==> src/rtl/ctrl_pkg.sv <==
// ---------------------------------------------------------------------------
// ctrl_pkg
//   Shared definitions for the multicycle RV32I control path: FSM state type,
//   opcode constants, mux/ALU encodings and small decode helpers.
// ---------------------------------------------------------------------------
package ctrl_pkg;

    typedef enum logic [3:0] {
        S_FETCH    = 4'd0,
        S_DECODE   = 4'd1,
        S_MEMADR   = 4'd2,
        S_MEMREAD  = 4'd3,
        S_MEMWB    = 4'd4,
        S_MEMWRITE = 4'd5,
        S_EXECR    = 4'd6,
        S_EXECI    = 4'd7,
        S_ALUWB    = 4'd8,
        S_BRANCH   = 4'd9,
        S_JAL      = 4'd10,
        S_ILLEGAL  = 4'd11
    } state_t;

    // Opcodes (IR[6:0])
    localparam logic [6:0] OP_LW  = 7'b0000011;
    localparam logic [6:0] OP_SW  = 7'b0100011;
    localparam logic [6:0] OP_R   = 7'b0110011;
    localparam logic [6:0] OP_I   = 7'b0010011;
    localparam logic [6:0] OP_BR  = 7'b1100011;
    localparam logic [6:0] OP_JAL = 7'b1101111;

    // ALUOp: how the ALU decoder chooses the operation
    localparam logic [1:0] ALUOP_ADD   = 2'b00;
    localparam logic [1:0] ALUOP_SUB   = 2'b01;
    localparam logic [1:0] ALUOP_FUNCT = 2'b10;

    // ALUctrl
    localparam logic [2:0] ALU_ADD = 3'b000;
    localparam logic [2:0] ALU_SUB = 3'b001;
    localparam logic [2:0] ALU_AND = 3'b010;
    localparam logic [2:0] ALU_OR  = 3'b011;
    localparam logic [2:0] ALU_SLT = 3'b101;

    // ResultSrc
    localparam logic [1:0] RES_ALUOUT = 2'b00;
    localparam logic [1:0] RES_MEM    = 2'b01;
    localparam logic [1:0] RES_ALU    = 2'b10;

    // ALUsrcA / ALUsrcB
    localparam logic [1:0] SRCA_PC    = 2'b00;
    localparam logic [1:0] SRCA_OLDPC = 2'b01;
    localparam logic [1:0] SRCA_RS1   = 2'b10;
    localparam logic [1:0] SRCB_RS2   = 2'b00;
    localparam logic [1:0] SRCB_IMM   = 2'b01;
    localparam logic [1:0] SRCB_FOUR  = 2'b10;

    // ImmSrc
    localparam logic [1:0] IMM_I = 2'b00;
    localparam logic [1:0] IMM_S = 2'b01;
    localparam logic [1:0] IMM_B = 2'b10;
    localparam logic [1:0] IMM_J = 2'b11;

    // Immediate format implied by the opcode; unknown opcodes fall back to I.
    function automatic logic [1:0] imm_src_of(input logic [6:0] op);
        logic [1:0] imm;
        case (op)
            OP_SW:   imm = IMM_S;
            OP_BR:   imm = IMM_B;
            OP_JAL:  imm = IMM_J;
            default: imm = IMM_I;
        endcase
        return imm;
    endfunction

    // ALU-class instructions support add/sub, slt, or, and only.
    function automatic logic alu_f3_legal(input logic [2:0] f3);
        return (f3 == 3'b000) || (f3 == 3'b010) || (f3 == 3'b110) || (f3 == 3'b111);
    endfunction

endpackage

==> src/rtl/alu_decoder.sv <==
// ---------------------------------------------------------------------------
// alu_decoder
//   Combinational ALU operation select.
//   aluop_i    : 00 add, 01 sub, 10 decode from funct3/funct7b5
//   funct3_i   : IR[14:12]
//   funct7b5_i : IR[30]
//   op5_i      : opcode bit 5 (1 = R-type, 0 = I-type ALU op)
//   alu_ctrl_o : ALU operation
// ---------------------------------------------------------------------------
module alu_decoder
    import ctrl_pkg::*;
(
    input  logic [1:0] aluop_i,
    input  logic [2:0] funct3_i,
    input  logic       funct7b5_i,
    input  logic       op5_i,
    output logic [2:0] alu_ctrl_o
);

    always_comb begin
        alu_ctrl_o = ALU_ADD;
        case (aluop_i)
            ALUOP_SUB: alu_ctrl_o = ALU_SUB;
            ALUOP_FUNCT: begin
                case (funct3_i)
                    // IR[30] only selects sub for register-register ops;
                    // for addi it is immediate data.
                    3'b000:  alu_ctrl_o = (op5_i && funct7b5_i) ? ALU_SUB : ALU_ADD;
                    3'b010:  alu_ctrl_o = ALU_SLT;
                    3'b110:  alu_ctrl_o = ALU_OR;
                    3'b111:  alu_ctrl_o = ALU_AND;
                    default: alu_ctrl_o = ALU_ADD;
                endcase
            end
            default: alu_ctrl_o = ALU_ADD;
        endcase
    end

endmodule

==> src/rtl/multicycle_control.sv <==
// ---------------------------------------------------------------------------
// multicycle_control
//   Multicycle RV32I control FSM (lw, sw, R-type, I-ALU, beq/bne, jal) for a
//   shared-memory datapath, with a memory ready handshake and a sticky
//   illegal-instruction flag.
//   clk, rst_n          : clock (rising edge), async active-low reset
//   instr_opcode/funct3/funct7b5 : instruction fields from IR
//   EQ                  : ALU zero flag (rs1 == rs2)
//   mem_ready           : memory access completes this cycle
//   PCWrite/IRWrite/MemWrite/RegWrite : datapath enables
//   AdrSrc/ResultSrc/ALUsrcA/ALUsrcB/ALUctrl/ImmSrc : datapath mux/ALU selects
//   illegal_instr       : sticky, set on entry to ILLEGAL, cleared by reset
// ---------------------------------------------------------------------------
module multicycle_control
    import ctrl_pkg::*;
#(
    parameter int unsigned ALUCTRL_W     = 3,
    parameter int unsigned IMMSRC_W      = 2,
    parameter bit          MEM_HANDSHAKE = 1'b1,
    parameter bit          BNE_EN        = 1'b1
) (
    input  logic                 clk,
    input  logic                 rst_n,
    input  logic [6:0]           instr_opcode,
    input  logic [2:0]           funct3,
    input  logic                 funct7b5,
    input  logic                 EQ,
    input  logic                 mem_ready,
    output logic                 PCWrite,
    output logic                 AdrSrc,
    output logic                 MemWrite,
    output logic                 IRWrite,
    output logic [1:0]           ResultSrc,
    output logic [1:0]           ALUsrcA,
    output logic [1:0]           ALUsrcB,
    output logic [ALUCTRL_W-1:0] ALUctrl,
    output logic [IMMSRC_W-1:0]  ImmSrc,
    output logic                 RegWrite,
    output logic                 illegal_instr
);

    state_t     state_q, state_d;
    logic       illegal_q, illegal_d;
    logic       ready;
    logic [1:0] alu_op;
    logic [2:0] alu_ctrl;
    logic       pc_write, ir_write, mem_write, reg_write;

    assign ready = MEM_HANDSHAKE ? mem_ready : 1'b1;

    alu_decoder u_alu_decoder (
        .aluop_i    (alu_op),
        .funct3_i   (funct3),
        .funct7b5_i (funct7b5),
        .op5_i      (instr_opcode[5]),
        .alu_ctrl_o (alu_ctrl)
    );

    always_comb begin
        state_d   = state_q;
        AdrSrc    = 1'b0;
        ResultSrc = RES_ALUOUT;
        ALUsrcA   = SRCA_PC;
        ALUsrcB   = SRCB_RS2;
        alu_op    = ALUOP_ADD;
        pc_write  = 1'b0;
        ir_write  = 1'b0;
        mem_write = 1'b0;
        reg_write = 1'b0;

        case (state_q)
            S_FETCH: begin
                ALUsrcB   = SRCB_FOUR;
                ResultSrc = RES_ALU;
                if (ready) begin
                    ir_write = 1'b1;
                    pc_write = 1'b1;
                    state_d  = S_DECODE;
                end
            end
            S_DECODE: begin
                ALUsrcA = SRCA_OLDPC;
                ALUsrcB = SRCB_IMM;
                case (instr_opcode)
                    OP_LW, OP_SW: state_d = S_MEMADR;
                    OP_R:         state_d = alu_f3_legal(funct3) ? S_EXECR : S_ILLEGAL;
                    OP_I:         state_d = alu_f3_legal(funct3) ? S_EXECI : S_ILLEGAL;
                    OP_BR:        state_d = ((funct3 == 3'b000) || (BNE_EN && (funct3 == 3'b001)))
                                            ? S_BRANCH : S_ILLEGAL;
                    OP_JAL:       state_d = S_JAL;
                    default:      state_d = S_ILLEGAL;
                endcase
            end
            S_MEMADR: begin
                ALUsrcA = SRCA_RS1;
                ALUsrcB = SRCB_IMM;
                state_d = (instr_opcode == OP_LW) ? S_MEMREAD : S_MEMWRITE;
            end
            S_MEMREAD: begin
                AdrSrc = 1'b1;
                if (ready) state_d = S_MEMWB;
            end
            S_MEMWB: begin
                ResultSrc = RES_MEM;
                reg_write = 1'b1;
                state_d   = S_FETCH;
            end
            S_MEMWRITE: begin
                AdrSrc    = 1'b1;
                mem_write = 1'b1;
                if (ready) state_d = S_FETCH;
            end
            S_EXECR: begin
                ALUsrcA = SRCA_RS1;
                ALUsrcB = SRCB_RS2;
                alu_op  = ALUOP_FUNCT;
                state_d = S_ALUWB;
            end
            S_EXECI: begin
                ALUsrcA = SRCA_RS1;
                ALUsrcB = SRCB_IMM;
                alu_op  = ALUOP_FUNCT;
                state_d = S_ALUWB;
            end
            S_ALUWB: begin
                reg_write = 1'b1;
                state_d   = S_FETCH;
            end
            S_BRANCH: begin
                ALUsrcA  = SRCA_RS1;
                ALUsrcB  = SRCB_RS2;
                alu_op   = ALUOP_SUB;
                // Only beq/bne reach this state.
                pc_write = (funct3 == 3'b001) ? ~EQ : EQ;
                state_d  = S_FETCH;
            end
            S_JAL: begin
                // PC <- ALUOut (target from DECODE) while the ALU forms
                // oldPC + 4 for the link write in ALUWB.
                ALUsrcA  = SRCA_OLDPC;
                ALUsrcB  = SRCB_FOUR;
                pc_write = 1'b1;
                state_d  = S_ALUWB;
            end
            S_ILLEGAL: state_d = S_ILLEGAL;
            default:   state_d = S_FETCH;
        endcase

        illegal_d = illegal_q | (state_d == S_ILLEGAL);
    end

    always_ff @(posedge clk or negedge rst_n) begin
        if (!rst_n) begin
            state_q   <= S_FETCH;
            illegal_q <= 1'b0;
        end else begin
            state_q   <= state_d;
            illegal_q <= illegal_d;
        end
    end

    // FETCH is the reset state and would otherwise raise IRWrite/PCWrite
    // from mem_ready while reset is still held.
    assign PCWrite       = pc_write  & rst_n;
    assign IRWrite       = ir_write  & rst_n;
    assign MemWrite      = mem_write & rst_n;
    assign RegWrite      = reg_write & rst_n;
    assign ALUctrl       = ALUCTRL_W'(alu_ctrl);
    assign ImmSrc        = IMMSRC_W'(imm_src_of(instr_opcode));
    assign illegal_instr = illegal_q;

endmodule

==> config.mk <==
export PLATFORM = sky130hd
export DESIGN_NAME = multicycle_control
export DESIGN_NICKNAME = d
export VERILOG_FILES = /design/src/rtl/ctrl_pkg.sv /design/src/rtl/alu_decoder.sv /design/src/rtl/multicycle_control.sv
export SDC_FILE = /design/constraint.sdc
export NUM_CORES = 1
export LEC_CHECK = 0
export BUFFER_PORTS_ARGS = -buffer_cell sky130_fd_sc_hd__buf_2
export CORE_MARGIN = 2
export CORE_UTILIZATION = 49
export CTS_CLUSTER_SIZE = 10
export DETAILED_ROUTE_END_ITERATION = 10
export PLACE_DENSITY = 0.92
export SYNTH_ARGS = -nofsm -noshare
export SYNTH_HDL_FRONTEND = slang
export SYNTH_SLANG_ARGS = --single-unit
export TNS_END_PERCENT = 5
==> constraint.sdc <==
create_clock -name clk -period 3.8 [get_ports clk]
set_input_delay 0.19 -clock clk [delete_from_list [all_inputs] [get_ports clk]]
set_output_delay 0.19 -clock clk [all_outputs]
set_load 0.02 [all_outputs]
==> results by group <==
Run status
  • Outcome: finished clean

Power and ir drop
  • Pwr Density: 709.6 nW/µm²
  • LEAKAGE: 0.4491 nW
  • VDD IR max: 0.0003363 V

Floorplanning
  • Die X-Extent: 41.44 µm
  • Die Footprint: 1717 µm²
  • Die height: 41.44 µm
  • Core area: 1301 µm²
  • Row Count: 13
  • Initial Util: 52.79%
  • # IOs: 32

Synthesis
  • Area share of the largest cell type after synthesis: 18.21%
  • Synth Area per Inst: 6.938 µm²
  • Cells after Synth: 99
  • Top cell type by total area after synthesis: dfrtp_1
  • Post-synth EDFFs: 0
  • Top cells by area, synth: dfrtp_1 18%, nand2_1 7.1%, nor2_1 7.1%
  • Register bit total from synthesis: 5
  • Synth Cell Area: 686.9 µm²
  • Post-synthesis cell type count: 36
  • Syn. warnings: 0
  • Synth Net Count: 116
  • Sequential fraction of the synthesis area: 18.21%
  • Async SR Flop Fraction: 100.0%
  • Most used DFF post-synth: dfrtp_1

Placed design
  • IO Port Bufs: 31
  • Post-DP HPWL: 1328 µm
  • Gpl congestion: 0.8192

Worst setup path
  • Worst setup EP type: output pin
  • CP startpoint kind: register
  • Crit path kind: register to output pin
  • Peak fanout along the critical path: 13
  • Worst Path Required: 3.61 ns
  • WP data arrival: 1.95 ns
  • Worst R2R Setup Slack: 2.12 ns

Clock network
  • CTS resizes: 0
  • Longest Clk Path Bufs: 2
  • Clk slew on worst S/H paths: 0.04 ns
  • CTS Buf Count: 3
  • CTS root buffer: clkbuf_4
  • Clock Latency Late Sink: 0.24 ns
  • H-tree depth: 1
  • CTS tree: yes
  • Clock sinks: 5

Global route
  • Largest net degree at the start of global routing: 17
  • First-pass GRT wire length: 2849 µm
  • Congestion Overflow GR: 0
  • Total GRT Usage: 20.54%
  • Initial antenna violation count: 0
  • Vias in the first global route: 681

STA
  • Final hold violations: 0
  • Tmin final: 2.145 ns
  • Hold slack: 0.2821 ns
  • Max-slew violation count: 0
  • Final setup viols: 0
  • Worst-Margin Slew: 0.4874 ns
  • Crit share post-route: 56.44%
  • Slew headroom: 67.51%
  • Fmax achieved: 0.4663 GHz
  • Clock skew: 0.005186 ns
  • Final setup TNS: 0 ns
  • RSZ-0062 raised after global routing: no

Job
  • Max cap viols: 0

Route
  • Iteration-0 DRC Markers: 27
  • Drt first pass iters: 4
  • Routed WL: 1658 µm
  • WL/cell: 11.36 µm
  • Vias/cell: 5.603
  • # DRC: 0
  • Remaining antenna violation count: 0
  • Via Count: 818

Finish
  • Area Overhead vs Synth: 26.78%
  • Commonest non-fill, non-tap cells in the layout: 31 x buf_2, 13 x nor2_1, 13 x nand2_1, 7 x a21oi_1, 6 x nand3_1
  • Share of cells above drive strength 1: 29.01%
  • Most common cell after layout, fill and taps aside: buf_2
  • NumNets Final: 149
  • Diode count: 0
  • Filler cells: 123

Min path
  • Hold crit path type: primary input to register
-- worst max-delay path, stage by stage, from the launching register on --
cell	delay [ns]
dfrtp_1	0.57
nor2b_1	0.27
nand2_1	0.12
ha_1	0.32
nor4_1	0.22
buf_2	0.20
-- per-layer routing --
layer	global-route usage [%]	vias to the layer above	share of wire [%]
met4	9.677	0	1.5
met5	0	-	0
met3	2.609	4	7.4
met1	26.40	350	44
met2	33.75	41	47
li1	-	423	-
-- kinds of logic after synthesis --
kind of cell               count (synthesis)  synth area share (%)
buffers and inverters                      9                 6.558
muxes                                      1                 1.457
xor gates and xnor gates                   4                 5.101
and+or+nand+nor                           58                 46.27
AOI/OAI and AO/OA                         20                 18.76
DFF                                        5                 18.21
adders and majority gates                  2                 3.642
-- what timing repair did --
item	4_1_cts	5_1_grt
hold endpoints to repair	5	0
buffers inserted	0	0
hold buffers	1	0
-- metrics by stage --
step | util [%] | power [mW] | std cells | setup slack [ns] | area (µm²)
2_1_floorplan | - | 0.4554 | 99 | 1.876 | 686.9
3_3_place_gp | 64.13 | 0.5452 | 141 | 2.001 | 834.6
3_5_place_dp | 64.13 | 0.5535 | 141 | 1.933 | 834.6
4_1_cts | 66.92 | 0.6173 | 146 | 1.672 | 870.8
5_1_grt | 66.92 | 0.6698 | 146 | 1.480 | 870.8
6_report | 66.92 | 0.6180 | 146 | 1.655 | 870.8
-- power by group --
group / switching (mW) / leakage, nW / internal, mW / total, mW
Combinational: 0.246 / 0.373 / 0.164 / 0.410
Sequential: 0.0700 / 0.0611 / 0.0770 / 0.147
Clock: 0.0210 / 0.0150 / 0.0397 / 0.0607
-- synthesized netlist by cell type, types with 2 or more instances --
cell and instances:
a21oi_1 7, and2b_1 2, and3_1 3, clkbuf_1 2
dfrtp_1 5, ha_1 2, inv_1 5, nand2_1 13
nand2b_1 3, nand3_1 6, nor2_1 13, nor2b_1 3
nor3_1 3, nor3b_1 2, nor4_1 3, o21ai_0 4
or2_2 2, xnor2_1 2, xor2_1 2
-- cell type report --
class                   count  area (µm²)  area share (%)
well taps                  15       18.77           2.155
multi-input cells          85       516.7           59.34
clock buffers               4       26.28           3.017
repair buffers             32       165.2           18.97
inverters                   5       18.77           2.155
flip-flops and latches      5       125.1           14.37
-- state kept, by name (all words and copies together), names as in the netlist --
signal         count
state_q            4
illegal_instr      1
-- final timing paths --
check / startpoint / to / cells after the start
worst max-delay path: state_q[0]$_DFF_PN0_ / ALUctrl[2] / 5
worst min-delay path: funct3[1] / state_q[1]$_DFF_PN0_ / 3
worst max register to register: state_q[2]$_DFF_PN0_ / illegal_instr$_DFF_PN0_ / 5
worst min register to register: illegal_instr$_DFF_PN0_ / illegal_instr$_DFF_PN0_ / 1
max in group asynchronous: rst_n / state_q[2]$_DFF_PN0_ / 2
min in group asynchronous: rst_n / state_q[3]$_DFF_PN0_ / 2
Power figures use the tool's default switching activity.
